### src/rtl/frame_sched.sv
// Audio frame capture sequencer: ring write addressing, window hand-off and
// sample back-pressure for the feature-extraction path.
module frame_sched #(
   parameter int unsigned width_p     = 8,
   parameter int unsigned frame_len_p = 16,
   parameter int unsigned hop_len_p   = 8
) (
   input  logic               clk_i,
   input  logic               reset_i,
   input  logic               start_i,
   input  logic               stop_i,
   input  logic               sample_valid_i,
   output logic               sample_ready_o,
   output logic [width_p-1:0] wr_addr_o,
   output logic               frame_valid_o,
   input  logic               frame_ready_i,
   output logic [width_p-1:0] frame_base_o,
   output logic [width_p-1:0] frame_cnt_o,
   output logic               busy_o
);

   typedef enum logic [1:0] {
      ST_IDLE = 2'd0,
      ST_FILL = 2'd1,
      ST_HOP  = 2'd2,
      ST_WAIT = 2'd3
   } state_e;

   localparam logic [width_p-1:0] last_addr_c  = width_p'(frame_len_p - 1);
   localparam logic [width_p-1:0] frame_last_c = width_p'(frame_len_p - 1);
   localparam logic [width_p-1:0] hop_last_c   = width_p'(hop_len_p - 1);
   localparam logic [width_p-1:0] one_c        = width_p'(1);

   state_e             state_q, state_n;
   logic [width_p-1:0] sample_cnt_q, sample_cnt_n;
   logic [width_p-1:0] wr_addr_q, wr_addr_n;
   logic [width_p-1:0] frame_base_q, frame_base_n;
   logic [width_p-1:0] frame_cnt_q, frame_cnt_n;
   logic               stop_pend_q, stop_pend_n;
   logic               sample_acc;
   logic               frame_acc;
   logic               window_done;

   // Handshake outputs decode registered state only.
   assign sample_ready_o = (state_q == ST_FILL) || (state_q == ST_HOP);
   assign frame_valid_o  = (state_q == ST_WAIT);
   assign busy_o         = (state_q != ST_IDLE);
   assign wr_addr_o      = wr_addr_q;
   assign frame_base_o   = frame_base_q;
   assign frame_cnt_o    = frame_cnt_q;

   assign sample_acc  = sample_valid_i && sample_ready_o;
   assign frame_acc   = frame_valid_o && frame_ready_i;
   assign window_done = (state_q == ST_FILL) ? (sample_cnt_q == frame_last_c)
                                             : (sample_cnt_q == hop_last_c);

   always_comb begin
      state_n      = state_q;
      sample_cnt_n = sample_cnt_q;
      wr_addr_n    = wr_addr_q;
      frame_base_n = frame_base_q;
      frame_cnt_n  = frame_cnt_q;
      stop_pend_n  = stop_pend_q;
      case (state_q)
         ST_IDLE: begin
            if (start_i && !stop_i) begin
               state_n      = ST_FILL;
               sample_cnt_n = '0;
               wr_addr_n    = '0;
               frame_base_n = '0;
               stop_pend_n  = 1'b0;
            end
         end
         ST_FILL, ST_HOP: begin
            if (sample_acc) begin
               wr_addr_n    = (wr_addr_q == last_addr_c) ? '0 : wr_addr_q + one_c;
               sample_cnt_n = sample_cnt_q + one_c;
            end
            // A stop discards the partial window even if this accept would close it.
            if (stop_i) begin
               state_n = ST_IDLE;
            end else if (sample_acc && window_done) begin
               state_n      = ST_WAIT;
               sample_cnt_n = '0;
               frame_base_n = wr_addr_n;
            end
         end
         ST_WAIT: begin
            if (frame_acc) begin
               frame_cnt_n = frame_cnt_q + one_c;
               state_n     = (stop_pend_q || stop_i) ? ST_IDLE : ST_HOP;
            end else if (stop_i) begin
               stop_pend_n = 1'b1;
            end
         end
         default: state_n = ST_IDLE;
      endcase
   end

   always_ff @(posedge clk_i) begin
      if (reset_i) begin
         state_q      <= ST_IDLE;
         sample_cnt_q <= '0;
         wr_addr_q    <= '0;
         frame_base_q <= '0;
         frame_cnt_q  <= '0;
         stop_pend_q  <= 1'b0;
      end else begin
         state_q      <= state_n;
         sample_cnt_q <= sample_cnt_n;
         wr_addr_q    <= wr_addr_n;
         frame_base_q <= frame_base_n;
         frame_cnt_q  <= frame_cnt_n;
         stop_pend_q  <= stop_pend_n;
      end
   end

endmodule

### config.mk
export PLATFORM = sky130hd
export DESIGN_NAME = frame_sched
export DESIGN_NICKNAME = d
export VERILOG_FILES = /design/src/rtl/frame_sched.sv
export SDC_FILE = /design/constraint.sdc
export NUM_CORES = 1
export LEC_CHECK = 0
export BUFFER_PORTS_ARGS = -buffer_cell sky130_fd_sc_hd__buf_4
export CORE_UTILIZATION = 35
export CTS_BUF_LIST = sky130_fd_sc_hd__clkbuf_16
export DETAILED_ROUTE_END_ITERATION = 8
export PLACE_DENSITY_LB_ADDON = 0.12
export RECOVER_POWER = 100
export SYNTH_ARGS = -nofsm -noshare
export SYNTH_HDL_FRONTEND = slang
export SYNTH_SLANG_ARGS = --single-unit
### constraint.sdc
create_clock -name clk_i -period 2.2 [get_ports clk_i]
set_clock_uncertainty 0.15 [all_clocks]
set_input_delay 0.33 -clock clk_i [delete_from_list [all_inputs] [get_ports clk_i]]
set_output_delay 0.33 -clock clk_i [all_outputs]
set_load 0.02 [all_outputs]
==> impl_summary.log <==
[metrics] fraction of synthesis flops using an asynchronous set or reset pin: 0%
[metrics] Worst-path clk slew: 0.06 ns
[metrics] total number of placement rows: 26
[metrics] final critical-path share of the clock period: 96.16%
[metrics] Total Routed Length: 4746 um
[metrics] post-synthesis to final-layout area growth: 24.01%
[metrics] post-synthesis sequential area ratio: 37.66%
[metrics] Resized cells post-CTS: 0
[metrics] CTS max path bufs: 2
[metrics] maximum fanout along the worst path: 10
[metrics] startpoint kind of the worst setup timing path: register
[metrics] wire length of the first global-routing pass: 7728 um
[metrics] largest area contributor in the synthesized netlist: sky130_fd_sc_hd__dfxtp_1
[metrics] area after detailed placement: 0.002240 sq mm
[metrics] largest cells by area after synthesis: sky130_fd_sc_hd__dfxtp_1 (38%), sky130_fd_sc_hd__xor2_1 (5.2%), sky130_fd_sc_hd__a21oi_1 (5.1%), sky130_fd_sc_hd__o21ai_0 (4.6%), sky130_fd_sc_hd__ha_1 (4.0%)
[metrics] total number of yosys warnings: 0
[metrics] transition time of the tightest slew-check pin: 0.4516 ns
[metrics] Global Route Usage Sum: 18.17%
[metrics] detailed router's first-iteration violation count: 123
[metrics] Post-route DRC: 0
[metrics] unrepaired setup endpoints after global routing: no
[metrics] die area: 0.005612 sq mm
[metrics] outcome: finished, final reports clean
[metrics] cell count after synthesis: 220
[metrics] pwr/cell area: 690.9 mW/mm^2
[metrics] worst hold slack after final layout: 0.2671 ns
[metrics] detailed-route vias per instance: 5.263
[metrics] horizontal extent of the die: 74.91 um
[metrics] post-layout total power: 1.594 mW
[metrics] Max rail drop VDD: 387.7 uV
[metrics] post-route non-filler standard cell count: 334
[metrics] max_cap viols: 0
[metrics] Final min period: 2.116 ns
[metrics] cell at the root of the clock tree: sky130_fd_sc_hd__clkbuf_16
[metrics] post-route setup slack: 0.08440 ns
[metrics] initial antenna violation count: 0
[metrics] postcts setup bufs: 0
[metrics] slowest cell on the critical path: sky130_fd_sc_hd__or4_4
[metrics] vias in the first global route: 1562
[metrics] number of nets still failing antenna checks after routing: 0
[metrics] number of buffers created by CTS: 5
[metrics] static leakage: 0.8029 nW
[metrics] quantity of I/O buffers inserted on ports: 32
[metrics] synthesized cell area: 0.001861 sq mm
[metrics] syn avg cell area: 8.457 sq um
[metrics] final setup fails: 0
[metrics] clk sinks: 35
[metrics] summed negative setup slack over all endpoints: 0 ns
[metrics] Final Hold Fails: 0
[metrics] worst min path class: in2reg
[metrics] critical path cell sequence: or4_4 -> o41a_4 -> o21bai_4 -> o22ai_1
[metrics] number of enable flip-flop cells after synthesis: 0
[metrics] kind of end point of the critical path: register
[metrics] Skew-Pair Late Insertion Delay: 0.28 ns
[metrics] drt pass-1 iters: 4
[metrics] critical path data required time: 2.21 ns
[metrics] Die Y-Extent: 74.91 um
[metrics] starting density of the core: 36.43%
[metrics] I/O pin count: 33
[metrics] antenna cell count: 0
[metrics] Core ar.: 0.005107 sq mm
[metrics] count of vias placed by the detailed router: 1758
[metrics] number of filler cells placed in the layout: 544
[metrics] achievable frequency: 472.7 MHz
[metrics] maximum number of pins on one net before global-route repair: 30
[metrics] global placer's final weighted congestion: 0.7939
[metrics] portion of synthesized cell area occupied by the leading cell type: 37.66%
[metrics] average wire per cell in the routed design: 14.21 um
[metrics] placement-stage worst setup slack: 0.08053 ns
[metrics] placed cell count: 321
[metrics] data arrival time of the critical path: 2.12 ns
[metrics] clock tree from TritonCTS: done
[metrics] Final Cell Area: 0.002307 sq mm
[metrics] number of distinct library cells after synthesis: 45
[metrics] relative slew slack: 69.87%
[metrics] Final nets: 275
[metrics] Seq cells post-synth: 35
[metrics] final-report max-slew violation count: 0
[metrics] HPWL Detailed: 3230 um
[metrics] type of the setup path with the least slack: reg2reg
[metrics] global route total overflow: 0
[metrics] most used standard cell by instance count after synthesis: sky130_fd_sc_hd__dfxtp_1
[metrics] most numerous cell types in the synthesized netlist: sky130_fd_sc_hd__dfxtp_1 (35), sky130_fd_sc_hd__a21oi_1 (19), sky130_fd_sc_hd__nor2_1 (18), sky130_fd_sc_hd__o21ai_0 (17), sky130_fd_sc_hd__nand2_1 (12)
[metrics] Max H-tree Level: 2
[metrics] Hold-fix buffers, CTS: 0
[metrics] fraction of the core area covered by cells at the end of the flow: 45.17%
[metrics] synthesized netlist net count: 232
[metrics] Main synth FF type: sky130_fd_sc_hd__dfxtp_1
[metrics] share of post-route cells with drive strength above 1: 12.50%
[metrics] longest individual stage delay on the worst path: 0.55 ns
logic make-up (layout without fill, tap and decap cells):
group	after synthesis	after routing	synth area share [%]
DFF	35	35	37.66
and+or+nand+nor	80	80	23.81
adders and majority gates	6	6	4.035
AOI/OAI and AO/OA	58	58	20.38
muxes	3	3	1.681
buffers and inverters	21	65	4.439
xor gates and xnor gates	17	17	8.003
critical path, delay by kind of cell (launching register included):
kind               cells  cell delay [ns]
AOI/OAI and AO/OA      3             0.95
and+or+nand+nor        1             0.55
DFF                    1             0.35
layout by cell type (no fill, tap or decap), drive strengths merged, types with 2 or more instances in the layout:
cell type  instances
dfxtp             35
clkbuf            34
a21oi             19
nor2              18
o21ai             17
buf               17
nand2             12
inv               11
nand4             11
xor2              11
nand2b             8
xnor2              6
nand3              6
ha                 6
a211oi             4
nor3               3
nor2b              3
and3               3
o211ai             3
and2               3
nand4b             2
a31oi              2
o22ai              2
a21boi             2
mux2i              2
or3                2
clkinv             2
or4                2
nor4               2
state kept, by name, indices dropped and copies added, names as in the netlist:
| signal | flops |
|---|---|
| wr_addr_o | 8 |
| stop_pend_q | 1 |
| sample_cnt_q | 8 |
| frame_cnt_o | 8 |
| frame_base_o | 8 |
| state_q | 2 |
worst paths after layout:
path | slack (ns) | cells after the start | from | endpoint
worst max-delay path | 0.08 | 4 | sample_cnt_q[4] | frame_base_o[6]
worst min-delay path | 0.27 | 4 | stop_i | state_q[1]
worst max register to register | 0.08 | 4 | sample_cnt_q[4] | frame_base_o[6]
worst min register to register | 0.32 | 2 | frame_base_o[7] | frame_base_o[7]
area by class of cell:
cell class	instances	area (sq um)	area share, %
inverters	11	41.29	1.790
clock buffers	5	125.1	5.423
clock inverters	3	15.01	0.6508
well taps	70	87.58	3.796
multi-input cells	164	1090	47.23
flip-flops and latches	35	700.7	30.37
repair buffers	46	247.7	10.74
report_power, final:
| group | switching (mW) | internal (mW) | total [mW] |
|---|---|---|---|
| clock network | 0.264 | 0.411 | 0.676 |
| registers | 0.00778 | 0.641 | 0.649 |
| logic | 0.163 | 0.106 | 0.269 |
routing by layer:
| metal | vias to the layer above | track usage [%] | wire length (um) | part of all wire (%) |
|---|---|---|---|---|
| li1 | 883 | - | - | - |
| met1 | 834 | 24.47 | 2353 | 50 |
| met2 | 34 | 29.23 | 2157 | 45 |
| met3 | 7 | 4.150 | 169 | 3.6 |
| met4 | 0 | 5.031 | 65 | 1.4 |
| met5 | - | 0 | 0 | 0 |
Power figures use the tool's default switching activity.
